<file path="src/rtl/ex_reg.sv">
// ============================================================================
//  Module      : ex_reg
//  Description : EX/MEM pipeline register with signed-overflow exception
//                detection, EX->EX forwarding and a retired-from-EX counter.
//  Revision    : 1.0 - initial release
// ============================================================================
`default_nettype none

module ex_reg #(
   parameter int         DATA_W     = 32,
   parameter int         ADDR_W     = 5,
   parameter int         MEM_OP_W   = 2,
   parameter int         EXP_W      = 3,
   parameter logic [3:0] ALU_OP_ADD = 4'h0,
   parameter logic [3:0] ALU_OP_SUB = 4'h1
) (
   input  logic                clk,
   input  logic                reset,
   input  logic                stall,
   input  logic                flush,
   input  logic                id_en,
   input  logic [DATA_W-1:0]   id_pc,
   input  logic [3:0]          id_alu_op,
   input  logic [DATA_W-1:0]   id_arg0,
   input  logic [DATA_W-1:0]   id_arg1,
   input  logic [DATA_W-1:0]   alu_val,
   input  logic [MEM_OP_W-1:0] id_mem_op,
   input  logic [DATA_W-1:0]   id_mem_wr_data,
   input  logic [ADDR_W-1:0]   id_dst_addr,
   input  logic                id_gpr_we,
   input  logic [EXP_W-1:0]    id_exp_code,
   output logic [DATA_W-1:0]   fwd_data,
   output logic                ex_en,
   output logic [DATA_W-1:0]   ex_pc,
   output logic [DATA_W-1:0]   ex_out,
   output logic [MEM_OP_W-1:0] ex_mem_op,
   output logic [DATA_W-1:0]   ex_mem_wr_data,
   output logic [ADDR_W-1:0]   ex_dst_addr,
   output logic                ex_gpr_we,
   output logic [EXP_W-1:0]    ex_exp_code,
   output logic [31:0]         ex_inst_cnt
);

   localparam logic [EXP_W-1:0] C_EXP_NONE = '0;
   localparam logic [EXP_W-1:0] C_EXP_OVF  = EXP_W'(1);

   logic                ex_en_q,          ex_en_d;
   logic [DATA_W-1:0]   ex_pc_q,          ex_pc_d;
   logic [DATA_W-1:0]   ex_out_q,         ex_out_d;
   logic [MEM_OP_W-1:0] ex_mem_op_q,      ex_mem_op_d;
   logic [DATA_W-1:0]   ex_mem_wr_data_q, ex_mem_wr_data_d;
   logic [ADDR_W-1:0]   ex_dst_addr_q,    ex_dst_addr_d;
   logic                ex_gpr_we_q,      ex_gpr_we_d;
   logic [EXP_W-1:0]    ex_exp_code_q,    ex_exp_code_d;
   logic [31:0]         ex_inst_cnt_q,    ex_inst_cnt_d;

   logic w_s0, w_s1, w_sv;
   logic w_ovf;
   logic w_raise_ovf;

   assign w_s0 = id_arg0[DATA_W-1];
   assign w_s1 = id_arg1[DATA_W-1];
   assign w_sv = alu_val[DATA_W-1];

   assign w_ovf = ((id_alu_op == ALU_OP_ADD) && (w_s0 == w_s1) && (w_sv != w_s0)) ||
                  ((id_alu_op == ALU_OP_SUB) && (w_s0 != w_s1) && (w_sv != w_s0));

   // An upstream exception masks overflow; only a clean instruction can raise it.
   assign w_raise_ovf = (id_exp_code == C_EXP_NONE) && w_ovf;

   always_comb begin
      ex_en_d          = ex_en_q;
      ex_pc_d          = ex_pc_q;
      ex_out_d         = ex_out_q;
      ex_mem_op_d      = ex_mem_op_q;
      ex_mem_wr_data_d = ex_mem_wr_data_q;
      ex_dst_addr_d    = ex_dst_addr_q;
      ex_gpr_we_d      = ex_gpr_we_q;
      ex_exp_code_d    = ex_exp_code_q;
      ex_inst_cnt_d    = ex_inst_cnt_q;

      if (!stall) begin
         if (flush || !id_en) begin
            // Bubble: every payload field cleared, counter untouched.
            ex_en_d          = 1'b0;
            ex_pc_d          = '0;
            ex_out_d         = '0;
            ex_mem_op_d      = '0;
            ex_mem_wr_data_d = '0;
            ex_dst_addr_d    = '0;
            ex_gpr_we_d      = 1'b0;
            ex_exp_code_d    = '0;
         end else begin
            ex_en_d          = 1'b1;
            ex_pc_d          = id_pc;
            ex_out_d         = alu_val;
            ex_mem_wr_data_d = id_mem_wr_data;
            ex_dst_addr_d    = id_dst_addr;
            ex_mem_op_d      = w_raise_ovf ? '0   : id_mem_op;
            ex_gpr_we_d      = w_raise_ovf ? 1'b0 : id_gpr_we;
            ex_exp_code_d    = w_raise_ovf ? C_EXP_OVF : id_exp_code;
            ex_inst_cnt_d    = ex_inst_cnt_q + 32'd1;
         end
      end
   end

   always_ff @(posedge clk) begin
      if (reset) begin
         ex_en_q          <= 1'b0;
         ex_pc_q          <= '0;
         ex_out_q         <= '0;
         ex_mem_op_q      <= '0;
         ex_mem_wr_data_q <= '0;
         ex_dst_addr_q    <= '0;
         ex_gpr_we_q      <= 1'b0;
         ex_exp_code_q    <= '0;
         ex_inst_cnt_q    <= '0;
      end else begin
         ex_en_q          <= ex_en_d;
         ex_pc_q          <= ex_pc_d;
         ex_out_q         <= ex_out_d;
         ex_mem_op_q      <= ex_mem_op_d;
         ex_mem_wr_data_q <= ex_mem_wr_data_d;
         ex_dst_addr_q    <= ex_dst_addr_d;
         ex_gpr_we_q      <= ex_gpr_we_d;
         ex_exp_code_q    <= ex_exp_code_d;
         ex_inst_cnt_q    <= ex_inst_cnt_d;
      end
   end

   assign fwd_data       = alu_val;
   assign ex_en          = ex_en_q;
   assign ex_pc          = ex_pc_q;
   assign ex_out         = ex_out_q;
   assign ex_mem_op      = ex_mem_op_q;
   assign ex_mem_wr_data = ex_mem_wr_data_q;
   assign ex_dst_addr    = ex_dst_addr_q;
   assign ex_gpr_we      = ex_gpr_we_q;
   assign ex_exp_code    = ex_exp_code_q;
   assign ex_inst_cnt    = ex_inst_cnt_q;

endmodule

`default_nettype wire

</file>
<file path="config.mk">
export PLATFORM = sky130hd
export DESIGN_NAME = ex_reg
export DESIGN_NICKNAME = d
export VERILOG_FILES = /design/src/rtl/ex_reg.sv
export SDC_FILE = /design/constraint.sdc
export NUM_CORES = 1
export LEC_CHECK = 0
export ABC_AREA = 1
export CORE_MARGIN = 10
export CORE_UTILIZATION = 35
export CTS_CLUSTER_DIAMETER = 50
export DETAILED_ROUTE_END_ITERATION = 6
export GPL_TIMING_DRIVEN = 0
export MAX_ROUTING_LAYER = met4
export PLACE_DENSITY = 0.76
export SLEW_MARGIN = 25
export SYNTH_ARGS = -nofsm -noshare
export SYNTH_HDL_FRONTEND = slang
export SYNTH_SLANG_ARGS = --single-unit
</file>
<file path="constraint.sdc">
create_clock -name clk -period 1.5 [get_ports clk]
set_input_delay 0.3 -clock clk [delete_from_list [all_inputs] [get_ports clk]]
set_output_delay 0.3 -clock clk [all_outputs]
set_load 0.02 [all_outputs]
</file>
==> flow_metrics.py, run 1 <==
metrics = {
    "power": {
        "ir_drop_mv": 0.8014,
        "pwr-share-clk": 0.454,
        "leakage_nw": 4.169,
        "p_switching_mw": 2.238,
        "switching_share": 0.2504,
        "internal_power_mw": 6.700,
        "combPwrFrac": 0.118,
        "powerDensity_nw_per_um2": 931.0,
        "p_seq_frac": 0.428,
    },
    "timing": {
        "fin_crit_ps": 1494,
        "tightest_slew_ps": 719.0,
        "fmax_ghz": 0.6693,
        "final_max_slew_viol_count": 0,
        "hold_viol": 0,
        "setup_slack_ps": 5.869,
        "clock_skew_ps": 10.82,
        "slew_headroom": 0.5206,
        "post-route-period-util": 0.9961,
        "setup_viol": 0,
        "holdWs_ps": 223.3,
    },
    "clock_tree": {
        "ctsHtreeMaxLevel": 4,
        "cts_buffer_depth": 2,
        "clk_latency_ps": 420,
        "cts_tree": "built",
        "clk_pin_slew_ps": 50,
        "cts_buffers": 17,
        "cts.sinks": 140,
        "root_buffer": "clkbuf_16",
        "cts_hold_buf": 0,
    },
    "critical_path": {
        "worstPathRequired_ps": 1200,
        "path_cells": "clkdlybuf4s50_1 > buf_4 > clkdlybuf4s15_2",
        "worst_path_max_delay_cell": "clkdlybuf4s50_1",
        "critical_path_class": "primary input to output pin",
        "critPathMaxStageDelay_ps": 520,
        "crit_path_end_kind": "output pin",
        "cp-start-kind": "primary input",
        "timing.rr.start": "ex_inst_cnt[7]",
        "worst-path-max-fanout": 2,
        "worst-path-buf-inv": 3,
        "cp-startpoint": "alu_val[13]",
        "critical_path_arrival_ps": 1190,
        "crit_family": "buffers and inverters",
    },
    "floorplan": {
        "die_area_um2": 22560,
        "core_um2": 16580,
        "die_h_um": 150.2,
        "num_rows": 47,
        "die_x_um": 150.2,
        "io_pins": 352,
        "start_util": 0.3577,
    },
    "synth": {
        "synth.area.top_cells": "dfxtp_1 47%, nand2_1 19%, a21oi_1 10%, nor2_1 4.2%, buf_4 4.0%",
        "avgSynthCellArea_um2": 7.147,
        "syn_nets": 1011,
        "ys_seq_area_frac": 0.4725,
        "synth_seq_cells": 140,
        "netlist_area_um2": 5932,
        "synthCells": 830,
        "yosys.area.top_type_share": 0.4725,
        "async_flop_share": 0,
        "synth_warnings": 0,
        "synth_edf_count": 0,
        "synthFlopType": "dfxtp_1",
        "synth_cell_types": 27,
        "synth.largest_area_cell": "dfxtp_1",
    },
    "global_route": {
        "grt_antenna_before_repair": 0,
        "grt_pass1_vias": 6031,
        "grt_max_degree": 17,
        "grt_usage": 0.1980,
        "grt-ovfl-total": 0,
        "grt_first_pass_wirelength_um": 34020,
    },
    "run": {
        "cap_violations": 0,
    },
    "cells_and_area": {
        "area_delta_synth_final_pct": 61.84,
        "fin_util": 0.5789,
        "drive_gt1_frac": 0.1622,
        "antenna_cells": 0,
        "nets": 1321,
    },
    "placement": {
        "io_buffers": 288,
        "hpwl_um": 17830,
        "gp_congestion": 0.8634,
        "pre_cts_ws_ps": -684.5,
    },
    "detailed_routing": {
        "drc": 0,
        "ant_nets": 0,
        "drt-total-wl_um": 22860,
        "viasPerCell": 4.718,
        "drtIter0Drc": 399,
        "dr.pass1.iters": 5,
        "wl_per_cell_um": 16.65,
        "via_count": 6478,
    },
    "min_path": {
        "worstHoldPathType": "primary input to register",
        "min_from": "alu_val[12]",
    },
    "status": {
        "outcome": "finished clean",
    },
}
## kinds of logic (layout without fill, tap and decap cells)
family / after synthesis / count (layout) / share of synthesized area
xor gates and xnor gates: 2 / 2 / 0.002954
and+or+nand+nor: 440 / 440 / 0.3031
DFF: 140 / 140 / 0.4725
AOI/OAI and AO/OA: 131 / 131 / 0.1118
adders and majority gates: 1 / 1 / 0.002109
buffers and inverters: 116 / 439 / 0.1076
## routing by layer
layer | track usage | part of all wire | wire length (um) | vias to the layer above
met4 | 0.06122 | 0.023 | 515 | 0
met2 | 0.3317 | 0.49 | 11230 | 258
met3 | 0.05312 | 0.074 | 1685 | 35
met5 | - | 0 | 0 | -
met1 | 0.2270 | 0.41 | 9435 | 2954
li1 | - | - | - | 3231
## flip-flops by register name, summed over array words and instances, names as in the netlist
name and flops:
ex_inst_cnt 32, ex_mem_wr_data 32, ex_out 32, ex_pc 32
ex_dst_addr 5, ex_exp_code 3, ex_mem_op 2, ex_en 1
ex_gpr_we 1
## cells in the final DEF (no fill, tap or decap), types with 2 or more instances in the layout
| master | count |
|---|---|
| clkinv_2 | 2 |
| inv_2 | 3 |
| clkbuf_16 | 17 |
| nor2_1 | 55 |
| clkdlybuf4s15_2 | 26 |
| nand2_1 | 306 |
| clkbuf_1 | 14 |
| inv_6 | 3 |
| dlymetal6s2s_1 | 2 |
| clkinvlp_4 | 4 |
| dfxtp_2 | 16 |
| buf_6 | 10 |
| clkdlybuf4s15_1 | 13 |
| nand3_1 | 38 |
| clkdlybuf4s50_1 | 113 |
| nor3_1 | 2 |
| nand4_1 | 4 |
| buf_2 | 11 |
| o21bai_1 | 3 |
| dfxtp_1 | 123 |
| nand2_2 | 5 |
| buf_1 | 3 |
| nor2_4 | 8 |
| clkinv_4 | 2 |
| buf_4 | 36 |
| dlygate4sd2_1 | 116 |
| or2_2 | 2 |
| clkbuf_2 | 21 |
| nor2_2 | 14 |
| and3_1 | 2 |
| nand3_4 | 2 |
| a21oi_1 | 122 |
| inv_1 | 40 |
| o21ai_0 | 5 |
| clkbuf_8 | 2 |
| xor2_1 | 2 |
## cells in the mapped netlist, types with 3 or more instances
| cell type | number |
|---|---|
| nand2_1 | 308 |
| dfxtp_1 | 140 |
| a21oi_1 | 122 |
| nor2_1 | 66 |
| inv_1 | 40 |
| nand3_1 | 39 |
| buf_4 | 32 |
| clkbuf_1 | 22 |
| buf_6 | 10 |
| nor2_2 | 7 |
| buf_2 | 6 |
| o21ai_0 | 5 |
| nand4_1 | 4 |
| nor2_4 | 4 |
| buf_1 | 3 |
| inv_2 | 3 |
| nand2_2 | 3 |
| o21bai_1 | 3 |
## power by group through the flow
stage / clock network (mW) / logic [mW] / registers (mW)
after floorplan: 0 / 0.372 / 4.00
after detailed placement: 0 / 1.14 / 3.91
after global placement: 0 / 1.13 / 3.91
after CTS: 4.14 / 1.08 / 3.82
final: 4.06 / 1.06 / 3.82
after global routing: 4.30 / 1.14 / 3.83
## layout make-up
type / instances / area, um2
clock buffers: 20 / 456.7
flip-flops and latches: 140 / 2826
clock inverters: 12 / 113.9
well taps: 220 / 275.3
inverters: 43 / 161.4
fillers: 1576 / 6983
plain buffers: 73 / 488.0
repair buffers: 291 / 2710
multi-input cells: 574 / 2569
## worst paths after layout
path / to / cells after the start / slack (ps)
max reg2reg: ex_inst_cnt[28] / 7 / 90
min reg2reg: ex_out[28] / 2 / 460
min: ex_out[12] / 3 / 220
max: fwd_data[13] / 3 / 6
## worst reg2reg max path, delay by kind of cell, from the launching register on
kind / cells / cell delay (ps)
flops: 1 / 390
simple gates: 7 / 910
## per-stage QoR
step	cells	cell area, um2	total power, mW	setup TNS [ps]
final	1373	9600	8.938	0
after global routing	1373	9600	9.270	-7.572
after CTS	1370	9557	9.038	0
after detailed placement	1338	9092	5.048	-78940
after global placement	1338	9092	5.040	-83410
after floorplan	830	5934	4.369	0
## repair_timing
item                       in CTS  in global routing
setup endpoints to repair     277                 82
buffers inserted                0                  3
pin swaps                       0                  3
gates cloned                    0                  0
gates resized for setup       262                 70
Power figures use the tool's default switching activity.
==> run 2: changes to the inputs <==
Settings changed: REMOVE_ABC_BUFFERS set to 1.
==> run 2 against run 1 <==
Net effect:
- non-clock buffer count is 68 lower
- largest cell class unchanged
- hold slack better by 14 ps
- die area unchanged
- cell area shrank 2.8%
- sequential power barely moved
==> flow_metrics.py, run 2 (synthesis gave the netlist of run 1 again) <==
metrics = {
    "detailed_routing": {
        "drt-total-wl_um": 20810,
        "drtIter0Drc": 288,
        "dr.pass1.iters": 5,
        "viasPerCell": 4.678,
        "ant_nets": 0,
        "wl_per_cell_um": 15.92,
        "drc": 0,
        "via_count": 6114,
    },
    "floorplan": {
        "io_pins": 352,
        "core_um2": 16580,
        "die_x_um": 150.2,
        "num_rows": 47,
        "die_area_um2": 22560,
        "die_h_um": 150.2,
        "start_util": 0.3577,
    },
    "timing": {
        "hold_viol": 0,
        "setup_slack_ps": 15.97,
        "fmax_ghz": 0.6738,
        "final_max_slew_viol_count": 0,
        "post-route-period-util": 0.9894,
        "slew_headroom": 0.5370,
        "tightest_slew_ps": 693.7,
        "setup_viol": 0,
        "holdWs_ps": 237.3,
        "fin_crit_ps": 1484,
        "clock_skew_ps": 5.354,
    },
    "critical_path": {
        "worst-path-buf-inv": 2,
        "timing.rr.start": "ex_inst_cnt[3]",
        "critPathMaxStageDelay_ps": 550,
        "r2r-end": "ex_inst_cnt[23]",
        "worst_path_max_delay_cell": "clkdlybuf4s50_1",
        "crit_path_end_kind": "output pin",
        "worstPathRequired_ps": 1200,
        "worst-path-max-fanout": 2,
        "critical_path_arrival_ps": 1180,
        "path_cells": "clkdlybuf4s50_1 > clkdlybuf4s15_1",
        "r2r_cells": 9,
        "cp.depth": 2,
        "reg2reg_setup_slack_ps": 100,
        "crit_family": "buffers and inverters",
        "cp-startpoint": "alu_val[16]",
        "cp-start-kind": "primary input",
        "critical_path_class": "primary input to output pin",
        "setup.worst_path.end": "fwd_data[16]",
    },
    "power": {
        "combPwrFrac": 0.103,
        "switching_share": 0.2362,
        "p_switching_mw": 2.199,
        "pwr-share-clk": 0.486,
        "powerDensity_nw_per_um2": 998.2,
        "internal_power_mw": 7.112,
        "leakage_nw": 3.976,
        "ir_drop_mv": 0.6741,
        "p_seq_frac": 0.411,
        "p_total_mw": 9.311,
    },
    "global_route": {
        "grt_first_pass_wirelength_um": 31490,
        "grt-ovfl-total": 0,
        "grt_usage": 0.1812,
        "grt_max_degree": 80,
        "grt_pass1_vias": 5996,
        "grt_antenna_before_repair": 1,
    },
    "cells_and_area": {
        "nets": 1254,
        "final_common_cell": "nand2_1",
        "mostFrequentLayoutCells": "306 x nand2_1, 143 x dlygate4sd2_1, 123 x dfxtp_1, 122 x a21oi_1, 115 x clkdlybuf4s50_1",
        "fillers": 1619,
        "regArea_um2": 2829,
        "area_delta_synth_final_pct": 57.25,
        "drive_gt1_frac": 0.09945,
        "multi_input_area_um2": 2556,
        "fin_util": 0.5625,
    },
    "clock_tree": {
        "cts_hold_buf": 0,
        "cts_buffers": 17,
        "ctsHtreeMaxLevel": 4,
        "root_buffer": "clkbuf_16",
        "clk_latency_ps": 410,
        "clk_pin_slew_ps": 60,
        "cts_buffer_depth": 2,
        "cts.sinks": 140,
        "cts_tree": "built",
    },
    "placement": {
        "gp_congestion": 0.8866,
        "io_buffers": 289,
        "hpwl_um": 15030,
        "pre_cts_ws_ps": -662.8,
    },
    "status": {
        "outcome": "finished clean",
    },
    "min_path": {
        "worstHoldPathType": "primary input to register",
        "min_from": "stall",
    },
    "run": {
        "cap_violations": 0,
    },
}
run 2: how the worst min path moves through the flow:
stage | endpoint | slack, ps | depth (start not counted)
global route | ex_mem_wr_data[2] | 240 | 3
floorplan | ex_dst_addr[0] | 370 | 1
detailed placement | ex_out[28] | 450 | 2
global placement | ex_out[28] | 440 | 2
CTS | ex_pc[7] | 230 | 3
finish | ex_pc[7] | 240 | 3
run 2: power by group through the flow:
stage / Clock [mW] / Sequential, mW / Combinational [mW]
4_1_cts: 4.63 / 3.82 / 0.971
2_1_floorplan: 0 / 4.00 / 0.144
3_5_place_dp: 0 / 3.91 / 1.02
6_report: 4.53 / 3.82 / 0.962
3_3_place_gp: 0 / 3.91 / 1.01
5_1_grt: 4.78 / 3.83 / 1.03
run 2: metal layers:
metal  global-route usage  share of wire  vias to the layer above
met5                    -              0                        -
li1                     -              -                     3085
met4              0.06948          0.022                        0
met2               0.2857           0.48                      232
met3              0.06423          0.089                       33
met1               0.2080           0.41                     2764
run 2: repair_timing:
| item | CTS | global route |
|---|---|---|
| gates cloned | 2 | 0 |
| resized for setup | 213 | 44 |
| setup endpoints to repair | 271 | 44 |
| setup buffers | 3 | 0 |
| pin swaps | 2 | 1 |
run 2: per-stage QoR:
| stage | area [um2] | instances | TNS [ps] |
|---|---|---|---|
| 2_1_floorplan | 5455 | 757 | -42160 |
| 3_3_place_gp | 8623 | 1266 | -628100 |
| 3_5_place_dp | 8713 | 1269 | -70300 |
| 4_1_cts | 9271 | 1306 | -3.427 |
| 5_1_grt | 9328 | 1307 | -64.53 |
| 6_report | 9328 | 1307 | 0 |
run 2: layout make-up:
| type | count | share of cell area |
|---|---|---|
| tap | 220 | 0.02951 |
| sequential | 140 | 0.3033 |
| multi-input combinational | 574 | 0.2740 |
| antenna | 1 | 0.0002683 |
| timing repair buffer | 296 | 0.3054 |
| clock inverter | 12 | 0.01999 |
| clock buffer | 20 | 0.04789 |
| timing repair inverter | 1 | 0.0009390 |
| inverter | 43 | 0.01865 |
